`src/rtl/i2c_target_pkg.sv`:
```
// Shared FSM state type and bus constants for the I2C target register block.
package i2c_target_pkg;

    typedef enum logic [3:0] {
        IDLE,
        ADDR,
        ADDR_ACK,
        PTR,
        PTR_ACK,
        WDATA,
        WDATA_ACK,
        RDATA,
        RACK,
        IGNORE
    } state_t;

    localparam logic I2C_ACK  = 1'b0;
    localparam logic I2C_NACK = 1'b1;

    localparam int BITS_PER_BYTE = 8;

endpackage

```
`src/rtl/i2c_target_regs_if.sv`:
```
// Pad-side I2C lines plus the local register host port of the target block.
interface i2c_target_regs_if #(
    parameter int PTR_W = 4
);

    logic             scl_i;
    logic             sda_i;
    logic             sda_oe;
    logic             busy;
    logic             wr_strobe;
    logic [PTR_W-1:0] wr_addr;
    logic [7:0]       wr_data;
    logic [PTR_W-1:0] host_addr;
    logic [7:0]       host_rdata;

    modport slave (
        input  scl_i,
        input  sda_i,
        input  host_addr,
        output sda_oe,
        output busy,
        output wr_strobe,
        output wr_addr,
        output wr_data,
        output host_rdata
    );

    modport master (
        output scl_i,
        output sda_i,
        output host_addr,
        input  sda_oe,
        input  busy,
        input  wr_strobe,
        input  wr_addr,
        input  wr_data,
        input  host_rdata
    );

endinterface

```
`src/rtl/i2c_line_cond.sv`:
```
// Synchronizer, optional glitch filter and edge detect for one I2C line.
// Filter stage present only when I2C_TARGET_GLITCH_FILTER_EN is defined.
module i2c_line_cond #(
    parameter logic RST_LVL = 1'b1
`ifdef I2C_TARGET_GLITCH_FILTER_EN
    ,
    parameter int FILT_LEN = 3
`endif
) (
    input  logic clk,
    input  logic rst,
    input  logic line_i,
    output logic level_o,
    output logic rise_o,
    output logic fall_o
);

    logic meta_q;
    logic sync_q;
    logic prev_q;
    logic level;

    always_ff @(posedge clk) begin
        if (rst) begin
            meta_q <= RST_LVL;
            sync_q <= RST_LVL;
        end else begin
            meta_q <= line_i;
            sync_q <= meta_q;
        end
    end

`ifdef I2C_TARGET_GLITCH_FILTER_EN
    logic [FILT_LEN-1:0] filt_q;
    logic                filt_lvl_q;

    // Level only moves once every sample in the window agrees.
    always_ff @(posedge clk) begin
        if (rst) begin
            filt_q     <= {FILT_LEN{RST_LVL}};
            filt_lvl_q <= RST_LVL;
        end else begin
            filt_q <= FILT_LEN'({filt_q, sync_q});
            if (&filt_q) begin
                filt_lvl_q <= 1'b1;
            end else if (~|filt_q) begin
                filt_lvl_q <= 1'b0;
            end
        end
    end

    assign level = filt_lvl_q;
`else
    assign level = sync_q;
`endif

    always_ff @(posedge clk) begin
        if (rst) begin
            prev_q <= RST_LVL;
        end else begin
            prev_q <= level;
        end
    end

    assign level_o = level;
    assign rise_o  = level & ~prev_q;
    assign fall_o  = ~level & prev_q;

endmodule

```
`src/rtl/i2c_target_regs.sv`:
```
// I2C target with pointer-addressed byte register file and host read port.
// Define I2C_TARGET_GLITCH_FILTER_EN to add the FILT_LEN-deep line filters.
module i2c_target_regs
    import i2c_target_pkg::*;
#(
    parameter logic [6:0] TARGET_ADDR = 7'h50,
    parameter int         DEPTH       = 16,
    parameter int         PTR_W       = 4
`ifdef I2C_TARGET_GLITCH_FILTER_EN
    ,
    parameter int         FILT_LEN    = 3
`endif
) (
    input logic              clk,
    input logic              rst,
    i2c_target_regs_if.slave bus
);

    localparam logic [3:0] LAST_BIT = 4'(BITS_PER_BYTE - 1);
    localparam logic [3:0] FULL     = 4'(BITS_PER_BYTE);

    logic scl_lvl, scl_rise, scl_fall;
    logic sda_lvl, sda_rise, sda_fall;
    logic start, stop;

    state_t           state_q, state_d;
    logic [3:0]       cnt_q, cnt_d;
    logic [6:0]       shift_q, shift_d;
    logic [6:0]       tx_q, tx_d;
    logic [PTR_W-1:0] ptr_q, ptr_d, ptr_inc;
    logic             rw_q, rw_d;
    logic             oe_q, oe_d;
    logic             wr_strobe_q, wr_strobe_d;
    logic [PTR_W-1:0] wr_addr_q, wr_addr_d;
    logic [7:0]       wr_data_q, wr_data_d;
    logic [7:0]       rx_byte;
    logic             we;
    logic [7:0]       regs_q [DEPTH];

    i2c_line_cond #(
        .RST_LVL (1'b1)
`ifdef I2C_TARGET_GLITCH_FILTER_EN
        ,
        .FILT_LEN(FILT_LEN)
`endif
    ) u_scl (
        .clk    (clk),
        .rst    (rst),
        .line_i (bus.scl_i),
        .level_o(scl_lvl),
        .rise_o (scl_rise),
        .fall_o (scl_fall)
    );

    i2c_line_cond #(
        .RST_LVL (1'b1)
`ifdef I2C_TARGET_GLITCH_FILTER_EN
        ,
        .FILT_LEN(FILT_LEN)
`endif
    ) u_sda (
        .clk    (clk),
        .rst    (rst),
        .line_i (bus.sda_i),
        .level_o(sda_lvl),
        .rise_o (sda_rise),
        .fall_o (sda_fall)
    );

    assign start   = sda_fall & scl_lvl;
    assign stop    = sda_rise & scl_lvl;
    assign rx_byte = {shift_q, sda_lvl};
    assign ptr_inc = ptr_q + 1'b1;

    always_comb begin
        state_d     = state_q;
        cnt_d       = cnt_q;
        shift_d     = shift_q;
        tx_d        = tx_q;
        ptr_d       = ptr_q;
        rw_d        = rw_q;
        oe_d        = oe_q;
        wr_strobe_d = 1'b0;
        wr_addr_d   = wr_addr_q;
        wr_data_d   = wr_data_q;
        we          = 1'b0;

        if (scl_rise) begin
            shift_d = rx_byte[6:0];
            cnt_d   = cnt_q + 4'd1;
        end

        if (stop) begin
            state_d = IDLE;
            cnt_d   = '0;
            oe_d    = 1'b0;
        end else if (start) begin
            state_d = ADDR;
            cnt_d   = '0;
            oe_d    = 1'b0;
        end else begin
            unique case (state_q)
                IDLE, IGNORE: ;
                ADDR: begin
                    if (scl_rise && cnt_q == LAST_BIT) begin
                        rw_d    = rx_byte[0];
                        cnt_d   = '0;
                        state_d = (rx_byte[7:1] == TARGET_ADDR)
                                ? ADDR_ACK : IGNORE;
                    end
                end
                // First fall starts the ACK, second fall ends it.
                ADDR_ACK: begin
                    if (scl_fall) begin
                        cnt_d = '0;
                        if (!oe_q) begin
                            oe_d = ~I2C_ACK;
                        end else if (rw_q) begin
                            tx_d    = regs_q[ptr_q][6:0];
                            oe_d    = ~regs_q[ptr_q][7];
                            state_d = RDATA;
                        end else begin
                            oe_d    = 1'b0;
                            state_d = PTR;
                        end
                    end
                end
                PTR: begin
                    if (scl_rise && cnt_q == LAST_BIT) begin
                        ptr_d   = rx_byte[PTR_W-1:0];
                        cnt_d   = '0;
                        state_d = PTR_ACK;
                    end
                end
                PTR_ACK, WDATA_ACK: begin
                    if (scl_fall) begin
                        cnt_d = '0;
                        if (!oe_q) begin
                            oe_d = ~I2C_ACK;
                        end else begin
                            oe_d    = 1'b0;
                            state_d = WDATA;
                        end
                    end
                end
                WDATA: begin
                    if (scl_rise && cnt_q == LAST_BIT) begin
                        we          = 1'b1;
                        wr_strobe_d = 1'b1;
                        wr_addr_d   = ptr_q;
                        wr_data_d   = rx_byte;
                        ptr_d       = ptr_inc;
                        cnt_d       = '0;
                        state_d     = WDATA_ACK;
                    end
                end
                RDATA: begin
                    if (scl_fall) begin
                        if (cnt_q == FULL) begin
                            oe_d    = 1'b0;
                            cnt_d   = '0;
                            state_d = RACK;
                        end else begin
                            oe_d = ~tx_q[6];
                            tx_d = {tx_q[5:0], 1'b0};
                        end
                    end
                end
                RACK: begin
                    if (scl_rise && sda_lvl == I2C_NACK) begin
                        state_d = IGNORE;
                    end else if (scl_fall) begin
                        ptr_d   = ptr_inc;
                        tx_d    = regs_q[ptr_inc][6:0];
                        oe_d    = ~regs_q[ptr_inc][7];
                        cnt_d   = '0;
                        state_d = RDATA;
                    end
                end
                default: state_d = IDLE;
            endcase
        end
    end

    always_ff @(posedge clk) begin
        if (rst) begin
            state_q     <= IDLE;
            cnt_q       <= '0;
            shift_q     <= '0;
            tx_q        <= '0;
            ptr_q       <= '0;
            rw_q        <= 1'b0;
            oe_q        <= 1'b0;
            wr_strobe_q <= 1'b0;
            wr_addr_q   <= '0;
            wr_data_q   <= '0;
        end else begin
            state_q     <= state_d;
            cnt_q       <= cnt_d;
            shift_q     <= shift_d;
            tx_q        <= tx_d;
            ptr_q       <= ptr_d;
            rw_q        <= rw_d;
            oe_q        <= oe_d;
            wr_strobe_q <= wr_strobe_d;
            wr_addr_q   <= wr_addr_d;
            wr_data_q   <= wr_data_d;
        end
    end

    always_ff @(posedge clk) begin
        if (rst) begin
            for (int i = 0; i < DEPTH; i++) begin
                regs_q[i] <= '0;
            end
        end else if (we) begin
            regs_q[ptr_q] <= rx_byte;
        end
    end

    assign bus.sda_oe     = oe_q;
    assign bus.busy       = (state_q != IDLE);
    assign bus.wr_strobe  = wr_strobe_q;
    assign bus.wr_addr    = wr_addr_q;
    assign bus.wr_data    = wr_data_q;
    assign bus.host_rdata = regs_q[bus.host_addr];

endmodule
```
`src/flat_wrapper.sv`:
```
// flat-port wrapper written by rule: the top's interface ports become plain ports
module i2c_target_regs_flat import i2c_target_pkg::*;
#(
    parameter logic [6:0] TARGET_ADDR = 7'h50,
    parameter int         DEPTH       = 16,
    parameter int         PTR_W       = 4

)
  (clk, rst, bus_scl_i, bus_sda_i, bus_host_addr, bus_sda_oe, bus_busy, bus_wr_strobe, bus_wr_addr, bus_wr_data, bus_host_rdata);
  i2c_target_regs_if #(.PTR_W(PTR_W)) bus_i ();
  input logic clk;
  input logic rst;
  input wire logic [$bits(bus_i.scl_i)-1:0] bus_scl_i;
  input wire logic [$bits(bus_i.sda_i)-1:0] bus_sda_i;
  input wire logic [$bits(bus_i.host_addr)-1:0] bus_host_addr;
  output wire logic [$bits(bus_i.sda_oe)-1:0] bus_sda_oe;
  output wire logic [$bits(bus_i.busy)-1:0] bus_busy;
  output wire logic [$bits(bus_i.wr_strobe)-1:0] bus_wr_strobe;
  output wire logic [$bits(bus_i.wr_addr)-1:0] bus_wr_addr;
  output wire logic [$bits(bus_i.wr_data)-1:0] bus_wr_data;
  output wire logic [$bits(bus_i.host_rdata)-1:0] bus_host_rdata;
  assign bus_i.scl_i = bus_scl_i;
  assign bus_i.sda_i = bus_sda_i;
  assign bus_i.host_addr = bus_host_addr;
  assign bus_sda_oe = bus_i.sda_oe;
  assign bus_busy = bus_i.busy;
  assign bus_wr_strobe = bus_i.wr_strobe;
  assign bus_wr_addr = bus_i.wr_addr;
  assign bus_wr_data = bus_i.wr_data;
  assign bus_host_rdata = bus_i.host_rdata;
  i2c_target_regs #(.TARGET_ADDR(TARGET_ADDR), .DEPTH(DEPTH), .PTR_W(PTR_W)) u_core (.clk(clk), .rst(rst), .bus(bus_i));
endmodule
```
`config.mk`:
```
export PLATFORM = sky130hd
export DESIGN_NAME = i2c_target_regs_flat
export DESIGN_NICKNAME = d
export VERILOG_FILES = /design/src/rtl/i2c_target_pkg.sv /design/src/rtl/i2c_target_regs_if.sv /design/src/rtl/i2c_line_cond.sv /design/src/rtl/i2c_target_regs.sv /design/src/flat_wrapper.sv
export SDC_FILE = /design/constraint.sdc
export NUM_CORES = 1
export LEC_CHECK = 0
export ABC_CLOCK_PERIOD_IN_PS = 4300
export CAP_MARGIN = 25
export CORE_ASPECT_RATIO = 1.5
export CORE_MARGIN = 4
export CORE_UTILIZATION = 37
export CTS_BUF_LIST = sky130_fd_sc_hd__clkbuf_16
export DETAILED_ROUTE_END_ITERATION = 8
export SYNTH_ARGS = -nofsm -noshare
export SYNTH_HDL_FRONTEND = slang
export SYNTH_SLANG_ARGS = --single-unit
```
`constraint.sdc`:
```
create_clock -name clk -period 4.3 [get_ports clk]
set_clock_uncertainty 0.2 [all_clocks]
set_input_delay 0.645 -clock clk [delete_from_list [all_inputs] [get_ports clk]]
set_output_delay 0.645 -clock clk [all_outputs]
set_load 0.01 [all_outputs]
```
==> Yosys cells after proc, flatten, opt, wreduce, memory -nomap -nowiden <==
Memory sizes are Yosys's and may differ from the RTL's. A register that Yosys moved wholly into a read port is not among the register bits.
Index checks and enable logic that the tools add are counted.
{ "totals": {"ff_bits": 47, "ram_bits": 128, "inputBits": 8, "output_inout_bits": 23, "elab_cells": 153, "memories": 1} }
{ "memory_table": {"columns": ["name", "words", "word_bits", "read_ports", "rd_ports_with_merged_regs", "wr", "line", "rtl"], "rows": [
  ["u_core.regs_q", 16, 8, 3, 1, 16, "i2c_target_regs.sv:38", "logic [7:0] regs_q [DEPTH];"]
]} }
{ "classes": {"n_addsub": 2, "n_eq_ne": 37, "muxes": 59, "bitwise_logic": 16, "reduce_logical": 21} }
{ "op_table": {"columns": ["cell", "n"], "rows": [
  ["2-to-1 mux 4 bit", 25],
  ["2-to-1 mux 7 bit", 7],
  ["case mux 4 bit (8 select lines)", 1],
  ["!= test 3 x 1 -> 1 bit, second input constant", 10],
  ["!= test 2 x 1 -> 1 bit, second input constant", 12],
  ["AND reduction 11 bit", 2],
  ["case mux 7 bit (3 select lines)", 1],
  ["== test 4 x 3 -> 1 bit, second input constant", 5],
  ["2-to-1 mux 1 bit", 20],
  ["case mux 4 bit (4 select lines)", 1],
  ["== test 4 bit, second input constant", 3],
  ["case mux 4 bit (3 select lines)", 1],
  ["inverter 1 bit", 10],
  ["AND reduction 10 bit", 1],
  ["OR reduction 3 bit", 3],
  ["adder 4 x 1 -> 4 bit, second input constant", 2],
  ["== test 4 x 2 -> 1 bit, second input constant", 2],
  ["2-to-1 mux 8 bit", 1],
  ["AND reduction 4 bit", 2],
  ["nonzero test 4 bit", 2],
  ["OR reduction 8 bit", 1],
  ["== test 7 bit, second input constant", 1],
  ["AND reduction 7 bit", 1],
  ["AND 1 bit", 6],
  ["other kinds (10)", 15]
]} }

==> Logic depth before layout (Yosys ltp) <==
Gate-level depths: netlist of the first run.
{ "logic_depth": {"depth_word": 12, "ltp_mapped": 10, "ltp_nobuf": 7} }

==> Modules after synthesis <==
From an unflattened synthesis of the first run, not the netlist that was laid out.
{ "hier_totals": {"hier_cells": 795, "hier_area_um2": 10366.2} }
{ "by_module_without_submodules": {"columns": ["module", "n_inst", "cells_each", "area_per_inst_um2", "seq_area_each_um2"], "rows": [
  ["i2c_target_regs", 1, 779, 10181.0, 4744.6],
  ["i2c_line_cond", 2, 8, 92.6, 60.1]
]} }

==> Worst setup path before layout of the first run <==
OpenSTA, ideal clock, no wires.
{ "synth_path": {"path_kind": "register to register", "from": "register u_core.ptr_q[0]", "to": "register u_core.tx_q[0]", "setup_ns": 0.126, "arrival_ns": 3.193, "required_time_ns": 3.974, "setup_slack_ns": 0.781, "stages_incl_launch_ff": 11, "path_buffers": 4, "period_less_slack_ns": 3.519, "cell_sequence": "dfxtp_1 -> clkbuf_1 -> clkbuf_1 -> inv_1 -> ha_1 -> clkbuf_1 -> buf_2 -> mux4_2 -> mux4_2 -> a211oi_1 -> nor3_1"} }
{ "synth_between": {"elab_chain_cells": 5} }
{ "synth_lines": {"columns": ["element", "line", "rtl"], "rows": [
  ["start, declared", "i2c_target_regs.sv:30", "logic [PTR_W-1:0] ptr_q, ptr_d, ptr_inc;"],
  ["start signal, assigned", "i2c_target_regs.sv:202", "ptr_q <= ptr_d;"],
  ["adder 4 x 1 -> 4 bit", "i2c_target_regs.sv:73", "assign ptr_inc = ptr_q + 1'b1;"],
  ["memory read (16 x 8 bit)", null, null],
  ["2-to-1 mux 7 bit", "i2c_target_regs.sv:172", "end else if (scl_fall) begin"],
  ["2-to-1 mux 7 bit", "i2c_target_regs.sv:170", "if (scl_rise && sda_lvl == I2C_NACK) begin"],
  ["case mux 7 bit (3 select lines)", "i2c_target_regs.sv:102", "unique case (state_q)"],
  ["end signal, assigned", "i2c_target_regs.sv:201", "tx_q <= tx_d;"],
  ["end, declared", "i2c_target_regs.sv:29", "logic [6:0] tx_q, tx_d;"]
]} }
Every way passes these cells. The select of a mux whose other input is x is not followed.
A chain may end at the register's enable or synchronous reset.

==> Worst setup path in the final report of the first run <==
{ "layout_path": {"from": "input port bus_host_addr[1]", "to": "output port bus_host_rdata[2]"} }
{ "layout_between": {"elab_chain_cells": 1} }
{ "layout_lines": {"columns": ["element", "line", "rtl"], "rows": [
  ["start, declared", "flat_wrapper.sv:15", "input wire logic [$bits(bus_i.host_addr)-1:0] bus_host_addr;"],
  ["memory read (16 x 8 bit)", null, null],
  ["end, declared", "flat_wrapper.sv:21", "output wire logic [$bits(bus_i.host_rdata)-1:0] bus_host_rdata;"]
]} }
Every way passes these cells.

==> flow_summary.toml, run 1 <==
[status]
status = "finished clean"

[timing]
final.setup.tns_ps = 0
worst_pin_slew_ps = 999
finalCritPeriodShare_pct = 87.3
fmax_mhz = 266
hold_viol_final = 0
maxSlewViolCount = 0
setup_viol = 0
min_period_ps = 3750
relSlewSlack_pct = 33.3
rsz0062_at_grt = "no"

[clocking]
tritoncts = "yes"
root_buffer = "clkbuf_16"
cts-buffers-inserted = 17
path_clk_slew_ps = 70
cts_resized = 0
clock_latency_ps = 430
cts_hold_buf = 0
cts_buffer_depth = 2
cts_setup_buffers = 0
htree_levels = 4
clock_sinks = 179

[critical_path]
required_ps = 3450
cp_max_fo = 32
path_class = "in2out"
cpPeakStageDelay_ps = 520
slowest_stage = "mux4_2"
ff2ff_path_depth = 5
setup.worst_path.start_class = "primary input"
crit_chain = "clkdlybuf4s50_1 -> buf_4 -> mux4_2 -> mux4_2 -> clkdlybuf4s50_1"
end_kind = "output port"
worstPathArrival_ps = 2910

[global_route]
grt_first_pass_wirelength_um = 43500
grt_antenna_before_repair = 1
grt_usage_pct = 19.5
grt-ovfl-total = 0
grt_max_degree = 50
grt_pass1_vias = 7008

[die]
initial_core_util_pct = 37.7
pin_count = 31
rows = 74
core_sq_mm = 0.0274
die_w_um = 144
die_area_sq_mm = 0.0307
die_h_um = 213

[yosys]
yosys_warnings = 0
synth.net_count = 797
ys_ff_latch = 179
syn_area_per_cell_sq_um = 13.2
async_reset_ff_share_pct = 0
synth_edf_count = 128
synthesis.area_sq_mm = 0.0103
synth_cells = 783
yosysSeqAreaShare_pct = 47.1
yosysUniqueCellTypes = 55
synthFlopType = "edfxtp_1"

[placement]
portBuffers = 30
gp_congestion = 0.920
dp_hpwl_um = 21600
place_area_sq_mm = 0.0110

[cells_and_area]
fillers = 2561
final_core_util_pct = 42.1
drive_gt1_share_pct = 24.3
fin_nets = 798
n_antenna_cell = 0
layout_common_cells = "130 x and2_1, 128 x edfxtp_1, 111 x mux4_2"
final_area_sq_mm = 0.0115
seqCellArea_sq_mm = 0.00487
multi_input_area_sq_mm = 0.00519
mostFrequentLayoutCell = "and2_1"
syn_to_final_growth_pct = 11.6

[drt]
drt_wl_total_um = 29100
route.detailed.drc = 0
antenna_left = 0
drt_iter0_drc = 633
viasPerCell = 5.99
wl_per_cell_um = 25.6
dr_total_vias = 6822
drt_first_pass_iters = 5

[power]
vdd_ir_drop_max_mv = 0.238
p_leak_nw = 3.77
finalPower_w = 0.00375
powerDensity_mw_per_mm2 = 326

[run]
maxCapViolations = 0

[hold_path]
hold_path_class = "reg2reg"
hold_depth = 1
==> stage by stage <==
stage	setup WS, ps	std cells	hold WS, ps
after floorplan	781	783	189
after global placement	564	1107	197
after detailed placement	544	1107	198
after CTS	536	1139	219
after global routing	491	1139	236
final	545	1139	219
==> sequential cells by signal, summed over array words and instances (netlist names), 4 cells and up, named ones only <==
register / flops
u_core.regs_q: 128
u_core.bus.wr_data: 8
u_core.shift_q: 7
u_core.tx_q: 7
u_core.bus.wr_addr: 4
u_core.cnt_q: 4
u_core.ptr_q: 4
u_core.state_q: 4
==> path summary, 6_finish.rpt <==
check / startpoint / endpoint / slack (ps)
worst max-delay path: bus_host_addr[1] / bus_host_rdata[2] / 550
worst min-delay path: u_core.u_scl.meta_q$_SDFF_PP1_ / u_core.u_scl.level_o$_SDFF_PP1_ / 220
worst max register to register: u_core.u_scl.level_o$_SDFF_PP1_ / u_core.regs_q[10][2]$_SDFFCE_PN0P_ / 1060
worst min register to register: u_core.u_scl.meta_q$_SDFF_PP1_ / u_core.u_scl.level_o$_SDFF_PP1_ / 220
==> critical path, delay by kind of cell <==
| family | cells | cell delay [ps] |
|---|---|---|
| buf+inv | 3 | 1320 |
| mux | 2 | 900 |
==> synth_stat cells, drive strengths merged (3+ instances only) <==
| master | n | share of area (%) |
|---|---|---|
| mux2i | 36 | 3.5 |
| buf | 17 | 0.78 |
| nor2b | 5 | 0.30 |
| nor2 | 59 | 2.1 |
| xor2 | 5 | 0.42 |
| nor4b | 3 | 0.25 |
| dfxtp | 51 | 9.9 |
| edfxtp | 128 | 37 |
| nand3 | 6 | 0.29 |
| nand2 | 37 | 1.3 |
| and2 | 130 | 7.9 |
| nand3b | 7 | 0.51 |
| inv | 6 | 0.22 |
| or3 | 3 | 0.18 |
| nor4 | 5 | 0.30 |
| o22ai | 3 | 0.18 |
| or2 | 23 | 1.4 |
| xnor2 | 3 | 0.25 |
| o21ai | 5 | 0.24 |
| a21oi | 26 | 1.3 |
| a211o | 3 | 0.25 |
| mux4 | 111 | 24 |
| nand2b | 11 | 0.67 |
| a211oi | 12 | 0.87 |
| ha | 6 | 0.73 |
| clkbuf | 49 | 1.8 |
==> cell families (layout without fill, tap and decap cells) <==
logic type / Yosys count / count (layout) / synth area share [%]
muxes: 149 / 149 / 27.9
buffers and inverters: 72 / 86 / 2.79
AOI/OAI and AO/OA: 67 / 67 / 4.48
adders and majority gates: 6 / 6 / 0.727
DFF: 179 / 179 / 47.1
and+or+nand+nor: 302 / 302 / 16.3
xor gates and xnor gates: 8 / 8 / 0.678
==> where the power goes <==
group | leakage (nW) | switching (W) | internal (W)
Sequential | 1.73 | 0.0000586 | 0.00189
Combinational | 1.75 | 0.000146 | 0.000154
Clock | 0.285 | 0.000691 | 0.000814
Total | 3.77 | 0.000896 | 0.00286
==> final cells by class <==
class,instances,share of cell area (%)
multi-input combinational,532,45.0
sequential,179,42.2
clock buffer,19,4.13
timing repair buffer,48,3.91
tap,342,3.71
clock inverter,13,0.825
inverter,6,0.195
==> metal layers <==
metal / vias up / wire, um / part of all wire, % / global-route usage [%]
li1: 2974 / - / - / -
met3: 78 / 1410 / 4.9 / 2.87
met5: - / 0 / 0 / 0
met2: 293 / 15600 / 53 / 34.5
met4: 0 / 1590 / 5.5 / 9.78
met1: 3477 / 10500 / 36 / 22.8
Note: power is estimated with default switching activity, not from simulation.
==> run 2: changes to the inputs <==
--- a/config.mk
+++ b/config.mk
@@ -11,6 +11,7 @@
 export CORE_MARGIN = 4
 export CORE_UTILIZATION = 37
 export CTS_BUF_LIST = sky130_fd_sc_hd__clkbuf_16
+export CTS_CLUSTER_DIAMETER = 80
 export DETAILED_ROUTE_END_ITERATION = 8
 export SYNTH_ARGS = -nofsm -noshare
 export SYNTH_HDL_FRONTEND = slang
==> results of run 2 <==
The final DEF is identical to that of run 1; final timing and power are the same.
==> run 3: changes to the inputs <==
--- a/config.mk
+++ b/config.mk
@@ -15,4 +15,5 @@
 export DETAILED_ROUTE_END_ITERATION = 8
 export SYNTH_ARGS = -nofsm -noshare
 export SYNTH_HDL_FRONTEND = slang
+export SYNTH_HIERARCHICAL = 1
 export SYNTH_SLANG_ARGS = --single-unit
==> run 3 against run 2 <==
Effect of this change:
- sequential share of layout area is 0.24 points lower
- die area is 0.32% higher
- setup slack improved by 74 ps
- first-iteration DRC count is 9.0% lower
- sequential cell count unchanged
- via count increased by 1.0%
- critical path type unchanged
- critical endpoint unchanged
==> flow_summary.toml, run 3 <==
[status]
status = "finished clean"

[yosys]
synthFlopType = "edfxtp_1"
syn_area_per_cell_sq_um = 13.0
ys_ff_latch = 179
synth_cells = 795
synth.net_count = 809
synthTopCellsByArea = "edfxtp_1 37%, mux4_2 23%, dfxtp_1 9.8%, and2_1 6.9%, mux2i_1 3.4%"
async_reset_ff_share_pct = 0
yosysSeqAreaShare_pct = 46.9
yosys.area.top_type_share_pct = 37.1
yosys_warnings = 6
synthTopCellsByCount = "128 x edfxtp_1, 114 x and2_1, 104 x mux4_2"
synth_most_common_cell = "edfxtp_1"
post-synth-top-area-cell = "edfxtp_1"
synth_edf_count = 128
yosysUniqueCellTypes = 62
synthesis.area_sq_mm = 0.0104

[die]
rows = 74
core_sq_mm = 0.0274
initial_core_util_pct = 37.8
die_h_um = 213
die_w_um = 145
die_area_sq_mm = 0.0308
pin_count = 31

[power]
seqPwrFrac_pct = 49.8
p_switching_w = 0.000990
powerDensity_mw_per_mm2 = 337
combPwrFrac_pct = 13.1
netSwitchingFraction_pct = 25.3
internal_power_w = 0.00292
finalPower_w = 0.00391
clockPowerShare_pct = 37.0
p_leak_nw = 4.00
vdd_ir_drop_max_mv = 0.197

[critical_path]
setup.worst_path.start_class = "primary input"
r2r-end = "u_core/regs_q[1][5]$_SDFFCE_PN0P_"
worstPathArrival_ps = 2840
cp_max_fo = 32
cp-endpoint = "bus_host_rdata[2]"
r2r_start = "u_core/u_scl/level_o$_SDFF_PP1_"
ff2ff_path_depth = 6
path_class = "in2out"
end_kind = "output port"
cp-startpoint = "bus_host_addr[1]"
reg2reg_setup_slack_ps = 810
required_ps = 3450

[timing]
hold_viol_final = 0
hold_ws_ps = 211
min_period_ps = 3680
final.setup.tns_ps = 0
fmax_mhz = 272
worst_pin_slew_ps = 955
relSlewSlack_pct = 36.2
finalCritPeriodShare_pct = 85.6
setup_viol = 0
rsz0062_at_grt = "no"
maxSlewViolCount = 0
setup_ws_ps = 619

[cells_and_area]
syn_to_final_growth_pct = 11.8
fin_nets = 821
fillers = 2556
mostFrequentLayoutCell = "edfxtp_1"
n_antenna_cell = 0
largest_register_ffs = 128
drive_gt1_share_pct = 23.4
seqCellArea_sq_mm = 0.00487
multi_input_area_sq_mm = 0.00517
layout_common_cells = "128 x edfxtp_1, 114 x and2_1, 104 x mux4_2"
regMostFlops = "u_core/regs_q"
final_cells = 1162

[drt]
dr_total_vias = 6892
drt_wl_total_um = 29600
viasPerCell = 5.93
drt_iter0_drc = 576
drt_first_pass_iters = 5
antenna_left = 0
route.detailed.drc = 0
wl_per_cell_um = 25.5

[clocking]
htree_levels = 4
cts_hold_buf = 0
cts_resized = 0
cts-buffers-inserted = 17
clock_sinks = 179
path_clk_slew_ps = 70
clock_latency_ps = 440
cts_buffer_depth = 2
tritoncts = "yes"
cts_setup_buffers = 0
root_buffer = "clkbuf_16"

[placement]
portBuffers = 30
post-place-ws_ps = 593
dp.cells = 1130
dp_hpwl_um = 21900
gp_congestion = 0.858

[global_route]
grt_pass1_vias = 6976
grt-ovfl-total = 0
grt_max_degree = 45
grt_first_pass_wirelength_um = 44400
grt_antenna_before_repair = 0
grt_usage_pct = 19.9

[hold_path]
hold_path_class = "reg2reg"

[run]
maxCapViolations = 0
-- run 3: cell types whose count changed in the layout (fill, tap and decap cells not counted), moves of 12 or more --
cell / previous run / this run
nor3_1: 2 / 35
nor2_1: 59 / 37
buf_4: 16 / 28
and2_1: 130 / 114
-- run 3: how the worst min path moves through the flow --
| stage | slack (ps) | depth (start not counted) | end | from |
|---|---|---|---|---|
| 2_1_floorplan | 180 | 1 | u_core/u_scl/level_o$_SDFF_PP1_ | u_core/u_scl/meta_q$_SDFF_PP1_ |
| 3_3_place_gp | 210 | 1 | u_core/u_sda/level_o$_SDFF_PP1_ | u_core/u_sda/meta_q$_SDFF_PP1_ |
| 3_5_place_dp | 190 | 1 | u_core/u_sda/level_o$_SDFF_PP1_ | u_core/u_sda/meta_q$_SDFF_PP1_ |
| 4_1_cts | 220 | 1 | u_core/u_sda/level_o$_SDFF_PP1_ | u_core/u_sda/meta_q$_SDFF_PP1_ |
| 5_1_grt | 240 | 1 | u_core/u_scl/level_o$_SDFF_PP1_ | u_core/u_scl/meta_q$_SDFF_PP1_ |
| 6_report | 210 | 1 | u_core/u_sda/level_o$_SDFF_PP1_ | u_core/u_sda/meta_q$_SDFF_PP1_ |
-- run 3: area by class of cell --
cell class	count	area share, %
clock buffer	18	3.89
inverter	13	0.421
sequential	179	42.0
multi-input combinational	536	44.6
tap	342	3.69
timing repair buffer	60	4.66
clock inverter	14	0.777
-- run 3: worst max-delay path, stage by stage --
cell and delay (ps):
clkdlybuf4s50_1 510, buf_12 220, mux4_2 330, mux4_2 580, clkdlybuf4s50_1 520
-- run 3: logic make-up (layout without fill, tap and decap cells) --
logic type / Yosys count / in the layout / share of synthesized area (%)
xor+xnor: 6 / 6 / 0.579
mux: 142 / 142 / 26.3
buf+inv: 80 / 105 / 3.25
simple gates: 306 / 306 / 17.2
compound gates: 76 / 76 / 5.02
fa+ha+maj: 6 / 6 / 0.724
flops: 179 / 179 / 46.9
-- run 3: metrics by stage --
| step | utilization [%] | cell area [sq um] |
|---|---|---|
| floorplan | - | 10400 |
| global placement | 40.3 | 11100 |
| detailed placement | 40.3 | 11100 |
| CTS | 42.3 | 11600 |
| global route | 42.3 | 11600 |
| finish | 42.3 | 11600 |
-- run 3: power by group through the flow --
stage          clock (W)  sequential (W)  combinational (W)
2_1_floorplan          0         0.00195           0.000381
3_3_place_gp           0         0.00198           0.000511
3_5_place_dp           0         0.00198           0.000516
4_1_cts          0.00147         0.00195           0.000518
5_1_grt          0.00154         0.00195           0.000549
6_report         0.00145         0.00195           0.000513
-- run 3: routing by layer --
metal | vias up | GRT usage (%) | part of all wire (%)
li1 | 3048 | - | -
met1 | 3554 | 22.9 | 37
met2 | 246 | 36.7 | 56
met3 | 44 | 2.82 | 4.3
met4 | 0 | 7.69 | 3.1
met5 | - | 0 | 0
